File: src/rtl/multicycle_control.sv
// multicycle_control
//
// Multi-cycle control unit for the shared-memory MIPS datapath. Sequences
// each instruction through FETCH, DECODE, EXEC, MEM and WB, waits on a
// ready-handshake memory with an optional timeout, and drives every mux
// select and write enable of the datapath.
//
// state  | meaning
// -------+-----------------------------------------------------------
// FETCH  | read instruction at PC; load IR and PC+4 when mem_ready
// DECODE | capture OpCode into r_op; illegal opcodes go to ERR
// EXEC   | ALU operation; beq/j complete here
// MEM    | data access for lw/sw, held until mem_ready
// WB     | register file write (ALU result or loaded data)
// ERR    | illegal opcode or memory timeout; only rst leaves it
//
// Parameters:
//   MEM_TIMEOUT : cycles to wait for mem_ready in FETCH/MEM (0 = wait forever)
//   EN_BRANCH   : 1 = beq and j supported, 0 = both decode as illegal
// Ports:
//   clk, rst (sync, active-high), OpCode[5:0], mem_ready  : inputs
//   Reg_dst, Reg_w, ALU_src, ALU_op[1:0], Mem_r, Mem_w,
//   Mem_to_reg, IorD, IR_w, PC_w, PC_w_cond, PC_src[1:0]  : datapath control
//   instr_done, err, state[2:0]                           : status / debug

module multicycle_control #(
   parameter int MEM_TIMEOUT = 16,
   parameter bit EN_BRANCH   = 1'b1
) (
   input  logic       clk,
   input  logic       rst,
   input  logic [5:0] OpCode,
   input  logic       mem_ready,
   output logic       Reg_dst,
   output logic       Reg_w,
   output logic       ALU_src,
   output logic [1:0] ALU_op,
   output logic       Mem_r,
   output logic       Mem_w,
   output logic       Mem_to_reg,
   output logic       IorD,
   output logic       IR_w,
   output logic       PC_w,
   output logic       PC_w_cond,
   output logic [1:0] PC_src,
   output logic       instr_done,
   output logic       err,
   output logic [2:0] state
);

   localparam int CW = (MEM_TIMEOUT < 1) ? 1 : $clog2(MEM_TIMEOUT + 1);
   localparam logic [CW-1:0] LIMIT = CW'(MEM_TIMEOUT);

   localparam logic [5:0] OP_R     = 6'b000000;
   localparam logic [5:0] OP_J     = 6'b000010;
   localparam logic [5:0] OP_BEQ   = 6'b000100;
   localparam logic [5:0] OP_ADDIU = 6'b001001;
   localparam logic [5:0] OP_ORI   = 6'b001101;
   localparam logic [5:0] OP_LW    = 6'b100011;
   localparam logic [5:0] OP_SW    = 6'b101011;

   typedef enum logic [2:0] {
      S_FETCH  = 3'd0,
      S_DECODE = 3'd1,
      S_EXEC   = 3'd2,
      S_MEM    = 3'd3,
      S_WB     = 3'd4,
      S_ERR    = 3'd7
   } state_t;

   state_t        r_state;
   logic [5:0]    r_op;
   logic [CW-1:0] r_cnt;
   logic          r_err;

   logic w_legal;
   logic w_expired;
   logic w_lw;
   logic w_sw;

   always_comb begin
      w_legal = 1'b0;
      case (OpCode)
         OP_R, OP_ADDIU, OP_ORI, OP_LW, OP_SW: w_legal = 1'b1;
         OP_BEQ, OP_J:                         w_legal = EN_BRANCH;
         default:                              w_legal = 1'b0;
      endcase
   end

   // A limit of zero means the memory may stall indefinitely.
   assign w_expired = (MEM_TIMEOUT != 0) && (r_cnt == LIMIT);
   assign w_lw      = (r_op == OP_LW);
   assign w_sw      = (r_op == OP_SW);

   // The wait counter is held at zero outside the two wait states, so it is
   // always zero on entry to FETCH or MEM. mem_ready beats an expiring count.
   always_ff @(posedge clk) begin
      if (rst) begin
         r_state <= S_FETCH;
         r_op    <= '0;
         r_cnt   <= '0;
         r_err   <= 1'b0;
      end else begin
         r_cnt <= '0;
         case (r_state)
            S_FETCH: begin
               if (mem_ready) begin
                  r_state <= S_DECODE;
               end else if (w_expired) begin
                  r_state <= S_ERR;
                  r_err   <= 1'b1;
               end else begin
                  r_cnt <= r_cnt + CW'(1);
               end
            end
            S_DECODE: begin
               r_op <= OpCode;
               if (w_legal) begin
                  r_state <= S_EXEC;
               end else begin
                  r_state <= S_ERR;
                  r_err   <= 1'b1;
               end
            end
            S_EXEC: begin
               case (r_op)
                  OP_BEQ, OP_J: r_state <= S_FETCH;
                  OP_LW, OP_SW: r_state <= S_MEM;
                  default:      r_state <= S_WB;
               endcase
            end
            S_MEM: begin
               if (mem_ready) begin
                  r_state <= w_lw ? S_WB : S_FETCH;
               end else if (w_expired) begin
                  r_state <= S_ERR;
                  r_err   <= 1'b1;
               end else begin
                  r_cnt <= r_cnt + CW'(1);
               end
            end
            S_WB: begin
               r_state <= S_FETCH;
            end
            S_ERR: begin
               r_state <= S_ERR;
            end
            default: begin
               r_state <= S_ERR;
               r_err   <= 1'b1;
            end
         endcase
      end
   end

   // Control outputs are decoded from state and the captured opcode; rst
   // forces everything low so no enable fires while the block is held.
   always_comb begin
      Reg_dst    = 1'b0;
      Reg_w      = 1'b0;
      ALU_src    = 1'b0;
      ALU_op     = 2'b00;
      Mem_r      = 1'b0;
      Mem_w      = 1'b0;
      Mem_to_reg = 1'b0;
      IorD       = 1'b0;
      IR_w       = 1'b0;
      PC_w       = 1'b0;
      PC_w_cond  = 1'b0;
      PC_src     = 2'b00;
      instr_done = 1'b0;
      err        = 1'b0;
      state      = 3'd0;
      if (!rst) begin
         state = r_state;
         err   = r_err;
         case (r_state)
            S_FETCH: begin
               Mem_r = 1'b1;
               if (mem_ready) begin
                  IR_w = 1'b1;
                  PC_w = 1'b1;
               end
            end
            S_EXEC: begin
               case (r_op)
                  OP_R: begin
                     Reg_dst = 1'b1;
                     ALU_op  = 2'b10;
                  end
                  OP_ADDIU, OP_LW, OP_SW: begin
                     ALU_src = 1'b1;
                  end
                  OP_ORI: begin
                     ALU_src = 1'b1;
                     ALU_op  = 2'b11;
                  end
                  OP_BEQ: begin
                     ALU_op     = 2'b01;
                     PC_w_cond  = 1'b1;
                     PC_src     = 2'b01;
                     instr_done = 1'b1;
                  end
                  OP_J: begin
                     PC_w       = 1'b1;
                     PC_src     = 2'b10;
                     instr_done = 1'b1;
                  end
                  default: ;
               endcase
            end
            S_MEM: begin
               IorD       = 1'b1;
               ALU_src    = 1'b1;
               Mem_r      = w_lw;
               Mem_w      = w_sw;
               instr_done = w_sw & mem_ready;
            end
            S_WB: begin
               Reg_w      = 1'b1;
               instr_done = 1'b1;
               // Keep the ALU inputs as in EXEC so the written result is stable.
               case (r_op)
                  OP_R: begin
                     Reg_dst = 1'b1;
                     ALU_op  = 2'b10;
                  end
                  OP_ADDIU: ALU_src = 1'b1;
                  OP_ORI: begin
                     ALU_src = 1'b1;
                     ALU_op  = 2'b11;
                  end
                  OP_LW:    Mem_to_reg = 1'b1;
                  default: ;
               endcase
            end
            default: ;
         endcase
      end
   end

endmodule
File: config.mk
export PLATFORM = sky130hd
export DESIGN_NAME = multicycle_control
export DESIGN_NICKNAME = d
export VERILOG_FILES = /design/src/rtl/multicycle_control.sv
export SDC_FILE = /design/constraint.sdc
export NUM_CORES = 1
export LEC_CHECK = 0
export ABC_AREA = 1
export CELL_PAD_IN_SITES_DETAIL_PLACEMENT = 1
export CELL_PAD_IN_SITES_GLOBAL_PLACEMENT = 1
export CORE_MARGIN = 3
export CORE_UTILIZATION = 32
export CTS_CLUSTER_DIAMETER = 80
export DETAILED_ROUTE_END_ITERATION = 8
export GPL_TIMING_DRIVEN = 0
export HOLD_SLACK_MARGIN = 0.06
export PLACE_DENSITY = 0.75
export SYNTH_ARGS = -nofsm -noshare
export SYNTH_HDL_FRONTEND = slang
export SYNTH_SLANG_ARGS = --single-unit
File: constraint.sdc
create_clock -name clk -period 1.7 [get_ports clk]
set_input_delay 0.17 -clock clk [delete_from_list [all_inputs] [get_ports clk]]
set_output_delay 0.17 -clock clk [all_outputs]
set_load 0.05 [all_outputs]
==> run_results.csv <==
group,metric,value,unit
route,drc_errors,0,
logic_synthesis,synthArstFlopShare,0,
worst_setup_path,worstPathRequired,1.53,ns
floorplanning,coreArea,2920,um^2
final_layout,nets,219,
status,violations,"negative setup slack",
floorplanning,die_w,62.8,um
sta,setup_violations,5,
logic_synthesis,avgSynthCellArea,6.12,um^2
place,hpwl,2720,um
floorplanning,num_rows,19,
sta,fin_crit,1.78,ns
floorplanning,ios,28,
logic_synthesis,synth_nets,180,
worst_setup_path,startpoint_type,"register",
clocking,clk_pin_slew_worst_paths,0.09,ns
worst_setup_path,worstPathMaxFanout,4,
route,met3_wirelength,76,um
place,io_buffers,27,
clocking,root_buffer,"clkbuf_4",
global_routing,overflow,0,
global_routing,grt_antenna_before_repair,0,
final_layout,drive_above_1_share,0.353,
logic_synthesis,yosys.area_share.simple,0.450,
final_layout,fin_util,0.541,
logic_synthesis,synth_xor_area_frac,0.0254,
final_layout,antenna-diode-count,0,
logic_synthesis,synth-main-ff-cell,"dfxtp_1",
logic_synthesis,synth_top_family_by_area,"simple AND/OR/NAND/NOR gates",
final_layout,fill_cells,407,
worst_hold_path,min_to,"r_op[4]",
worst_setup_path,worstPathArrival,1.61,ns
logic_synthesis,yosysWarningCount,0,
sta,drv_slew,0,
final_layout,syn2layout_area_growth,53.1,%
logic_synthesis,synth_adder_area_share,0.0242,
route,drtIter0Drc,34,
pwr,p_leak,0.000722,uW
route,dr_total_vias,1237,
worst_hold_path,hold_class,"in -> reg",
logic_synthesis,yosysTopAreaCell,"dfxtp_1",
global_routing,grt_pass1_vias,1326,
sta,fmax,0.561,GHz
route,met2WireLength,1990,um
logic_synthesis,synth_cell_type_count,26,
logic_synthesis,ys_ff_latch,15,
route,drt_wl_total,3640,um
clocking,htree_num_levels,1,
worst_setup_path,cpMaxStageDelayCell,"dfxtp_4",
worst_setup_path,r2r_setup_slack,0.27,ns
worst_setup_path,worstPathCellList,"inv_1 -> nor2_1 -> nand3_2 -> nand2_2 -> nand2_1 -> a31oi_1 -> buf_4",
worst_hold_path,hp-start,"OpCode[4]",
logic_synthesis,synth_mux_area_frac,0,
logic_synthesis,ys_seq_area_frac,0.291,
status,run_status,"finished, violations left",
job,maxCapViolations,0,
sta,slew-limit-headroom,0.797,
clocking,cts_tree,"built",
clocking,cts.path.max_buffers,2,
floorplanning,die_h,62.8,um
logic_synthesis,synth_edf_count,0,
sta,finalHoldViolCount,0,
worst_setup_path,r2r-start,"r_cnt[0]",
clocking,clk_latency,0.28,ns
clocking,cts_made_buffers,3,
worst_hold_path,hold_depth,3,
floorplanning,start_util,0.353,
worst_setup_path,crit_path_end_kind,"output port",
worst_setup_path,timing.rr.end,"r_state[2]",
global_routing,grt_start_max_net_pins,11,
place,place_congestion,0.814,
pwr,power_density,1550,nW/um^2
logic_synthesis,synth-compound-area-share,0.111,
route,via_per_inst,4.97,
logic_synthesis,syn_area,1030,um^2
worst_setup_path,max_stage_delay,0.37,ns
route,first_pass_iters,4,
sta,rsz0062_at_grt,"true",
place,place_ws,-0.833,ns
global_routing,grt_pass1_wl,6130,um
global_routing,grtUsageTotal,0.193,
logic_synthesis,synthTopCellsByArea,"dfxtp_1, nand2_1, nor2_1",
sta,setup_slack,-0.0830,ns
worst_setup_path,setup.worst_path.class,"reg -> out",
route,ant_nets,0,
sta,worstMarginPinSlew,0.304,ns
route,detail_route.wl_per_cell,14.6,um
worst_setup_path,worstRegToRegCells,10,
route,wl_met1,1470,um
logic_synthesis,netlist.area_leader.share,0.291,
sta,post-route-period-util,1.05,
pwr,peakVddDrop,0.000698,V
clocking,cts.sinks,15,
logic_synthesis,synthCells,169,
route,topRoutingLayerUsed,"met4",
floorplanning,dieArea,3950,um^2
sta,clock_skew,0.00321,ns
-- cells in the mapped netlist (2+ instances only) --
cell type   n
a31oi_1     2
nand2_1    38
clkbuf_1    2
dfxtp_1    15
o22ai_1     2
nand3_1    14
ha_1        2
nor2_4      2
nand2_2     3
inv_1      24
nand3b_1    4
o21ai_0     6
a21oi_1     7
nor3_1      2
nor2_1     34
xor2_1      2
-- kinds of logic (layout without fill, tap and decap cells) --
logic type               count (synthesis)  after routing
adder cells (fa/ha/maj)                  2              2
buffers and inverters                   27             65
AO/OA/AOI/OAI                           20             20
AND/OR/NAND/NOR                        102            102
XOR/XNOR                                 3              3
flip-flops                              15             15
-- worst max-delay path by stage --
stage / start / to
final: r_op[2] / instr_done
after global routing: r_op[2] / instr_done
after CTS: r_state[1] / ALU_op[0]
after detailed placement: rst / Mem_r
after global placement: rst / Mem_r
after floorplan: r_op[5] / instr_done
-- registers in the layout (all words and copies together), names as in the netlist --
| name | flops |
|---|---|
| r_cnt | 5 |
| r_err | 1 |
| r_op | 6 |
| r_state | 3 |
-- power breakdown --
group | switching (uW) | internal, uW | total (uW)
logic | 1030 | 531 | 1560
registers | 188 | 500 | 688
clock network | 115 | 91.2 | 207
total | 1330 | 1120 | 2460
-- cell usage in the layout (no fill, tap or decap), types with 5 or more instances in the layout --
| master | synthesis | final |
|---|---|---|
| nand2_1 | 38 | 34 |
| nor2_1 | 34 | 25 |
| inv_1 | 24 | 20 |
| buf_4 | 0 | 13 |
| nand3_1 | 14 | 10 |
| clkdlybuf4s50_1 | 0 | 8 |
| dfxtp_1 | 15 | 8 |
| a21oi_1 | 7 | 7 |
| nor2_2 | 0 | 6 |
| o21ai_0 | 6 | 6 |
| nor2_4 | 2 | 5 |
| nand2_2 | 3 | 5 |
| buf_6 | 0 | 5 |
-- final cells by class --
| class | count | area, um^2 | share of cell area |
|---|---|---|---|
| Clock buffer | 4 | 26.3 | 0.0166 |
| Buffer | 2 | 12.5 | 0.00791 |
| Tap cell | 42 | 52.6 | 0.0332 |
| Multi-Input combinational cell | 127 | 752 | 0.475 |
| Inverter | 25 | 96.3 | 0.0609 |
| Sequential cell | 15 | 319 | 0.202 |
| Timing Repair Buffer | 34 | 324 | 0.205 |
-- routing by layer --
metal,vias to the layer above,track usage
met4,0,0.0854
met5,-,0
li1,613,-
met1,587,0.199
met2,27,0.379
met3,10,0.0252
-- critical path: cells and delay by family, from the launching register on --
| kind | cells | cell delay (ns) |
|---|---|---|
| simple gates | 4 | 0.46 |
| flops | 1 | 0.37 |
| buf+inv | 2 | 0.30 |
| compound gates | 1 | 0.18 |
-- repair_timing --
action / in CTS / in global routing
gates resized for setup: 128 / 29
pin swaps: 4 / 3
setup buffers: 4 / 3
endpoints found under the setup margin: 19 / 18
hold buffers: 0 / 0
-- metrics by stage --
step | instances | hold WS [ns] | instance area (um^2) | total power, uW | TNS, ns
floorplan | 169 | 0.305 | 1070 | 1570 | -0.207
global placement | 238 | 0.432 | 1400 | 1910 | -10.07
detailed placement | 238 | 0.456 | 1400 | 1970 | -9.91
CTS | 246 | 0.446 | 1500 | 2350 | -0.189
global route | 249 | 0.464 | 1580 | 2660 | -1.16
finish | 249 | 0.448 | 1580 | 2460 | -0.231
No activity file was read; power rests on OpenSTA's default activity.
==> edit, RTL diff (same flow settings) <==
The parameter `MEM_TIMEOUT` goes from 16 to 64.
--- a/src/rtl/multicycle_control.sv
+++ b/src/rtl/multicycle_control.sv
@@ -26,3 +26,3 @@
 module multicycle_control #(
-   parameter int MEM_TIMEOUT = 16,
+   parameter int MEM_TIMEOUT = 64,
    parameter bit EN_BRANCH   = 1'b1
Behaviour: no difference found for any inputs over 10 cycles, from zero or initial values and one cycle with rst high; that may be too few to reach the edited logic, so the function may still have changed.
==> edit against the original RTL <==
  * The flow still finishes with violations (negative setup slack)
  * Largest cell class unchanged
  * Utilization fell by 2.1 points
  * Sequential cell count increased by 2
  * Largest power group unchanged
  * Register-to-register slack about the same
  * Wire length is 1.0% higher
  * Cell area is 4.5% higher
  * Area after synthesis up 7.7%
  * Setup slack improved by 31 ps
  * Power down 2.0%
  * Critical endpoint is now ALU_op[1]
==> edit: results (changes against the original RTL) <==
Clock network
  • Clock Latency Late Sink: 300 ps (+20 ps)

Finish
  • # nets final: 227 (+3.7%)
  • Layout Cells excl Fill: 259 (+4.0%)
  • Largest registers: r_cnt x7, r_op x6, r_state x3
  • Share of layout cells above drive strength 1: 0.358 (+0.00548)

Synth
  • Top post-synthesis cells by area: dfxtp_1, nand2_1, nor2_1
  • Seq/Total Area, Yosys: 0.306 (+0.0151)
  • Net count after synthesis: 188 (+4.4%)
  • Avg Synthesized Cell Area: 6.29 sq um (+2.9%)
  • Yosys cell types: 27 (+3.8%)
  • Top cells by count, synth: nand2_1, nor2_1, inv_1

STA
  • Final setup margin: -51.7 ps (+31.2 ps)
  • Slew Limit Headroom: 0.760 (-0.0370)
  • Setup violations, final: 3 (-2)
  • Skew final: 8.15 ps (+4.94 ps)

GRT
  • First-pass GRT wire length: 5.99 mm (-2.4%)
  • Total GRT Usage: 0.181 (-0.0118)

Place
  • Placed instance count: 248 (+4.2%)

Drt
  • Via count: 1,266 (+2.3%)
  • Wirelength, routed: 3.68 mm (+1.0%)

Run status
  • Failing checks: negative setup slack
  • Status: finished with violations

Worst setup path
  • Worst EP arrival: 1580 ps (-30 ps)
  • CP peak stage delay: 400 ps (+30 ps)
  • Max FO, Critical Path: 7 (+3)

Pwr
  • Leak pwr: 0.727 nW (+0.74%)
-- edit: changes by cell type after synthesis, sizes merged, moves of 2 or more --
cell / change
a31oi: -2
nand4: +3
nand3b: -4
o21ai: +5
nor3: +2
nand3: -5
nor2: +4
dfxtp: +2
buf: +2
-- edit: layout make-up --
| type | instances | area share |
|---|---|---|
| clock inverters | 1 | 0.00303 |
| plain buffers | 3 | 0.0106 |
| flip-flops and latches | 17 | 0.217 |
| multi-input cells | 131 | 0.466 |
| inverters | 26 | 0.0620 |
| clock buffers | 3 | 0.0136 |
| repair buffers | 34 | 0.194 |
| well taps | 44 | 0.0333 |
-- edit: cell families (layout without fill, tap and decap cells) --
family | count (synthesis) | after routing | share of synthesized area
compound gates | 24 | 24 | 0.116
buf+inv | 29 | 67 | 0.100
xor+xnor | 2 | 2 | 0.0157
fa+ha+maj | 2 | 2 | 0.0225
flops | 17 | 17 | 0.306
simple gates | 103 | 103 | 0.440
-- edit: final timing paths --
| kind | from | end | slack, ps | cells after the start |
|---|---|---|---|---|
| worst min-delay path | rst | r_state[2] | 420 | 4 |
| worst max-delay path | r_state[2] | ALU_op[1] | -50 | 6 |
| worst max register to register | r_cnt[0] | r_err | 270 | 6 |
| worst min register to register | r_err | r_err | 480 | 2 |
-- edit: routing by layer --
layer  share of wire  up-vias  track usage
li1                -      644            -
met5               0        -            0
met1            0.44      596        0.233
met4           0.010        0       0.0396
met2            0.51       22        0.310
met3           0.033        4       0.0364
-- edit: worst register-to-register path, delay by kind of cell, from the launching register on --
family                     cells  cell delay [ps]
DFF                            1              360
adders and majority gates      1              160
AOI/OAI and AO/OA              2              380
buffers and inverters          1               70
and+or+nand+nor                2              390
-- edit: timing repair --
item,4_1_cts,5_1_grt
pin swaps,3,5
hold buffers,0,0
buffers inserted,5,2
resized for setup,122,31
setup endpoints to repair,19,18
-- edit: metrics by stage --
step	setup WS, ps	utilization	area (sq um)
after floorplan	-45.5	-	1150
after global placement	-638	0.463	1470
after detailed placement	-666	0.463	1470
after CTS	-92.2	0.497	1580
after global routing	-142	0.520	1650
final	-51.7	0.520	1650
-- edit: report_power, final --
part | internal [mW] | switching [mW]
logic | 0.500 | 0.985
clock network | 0.0876 | 0.137
registers | 0.542 | 0.156
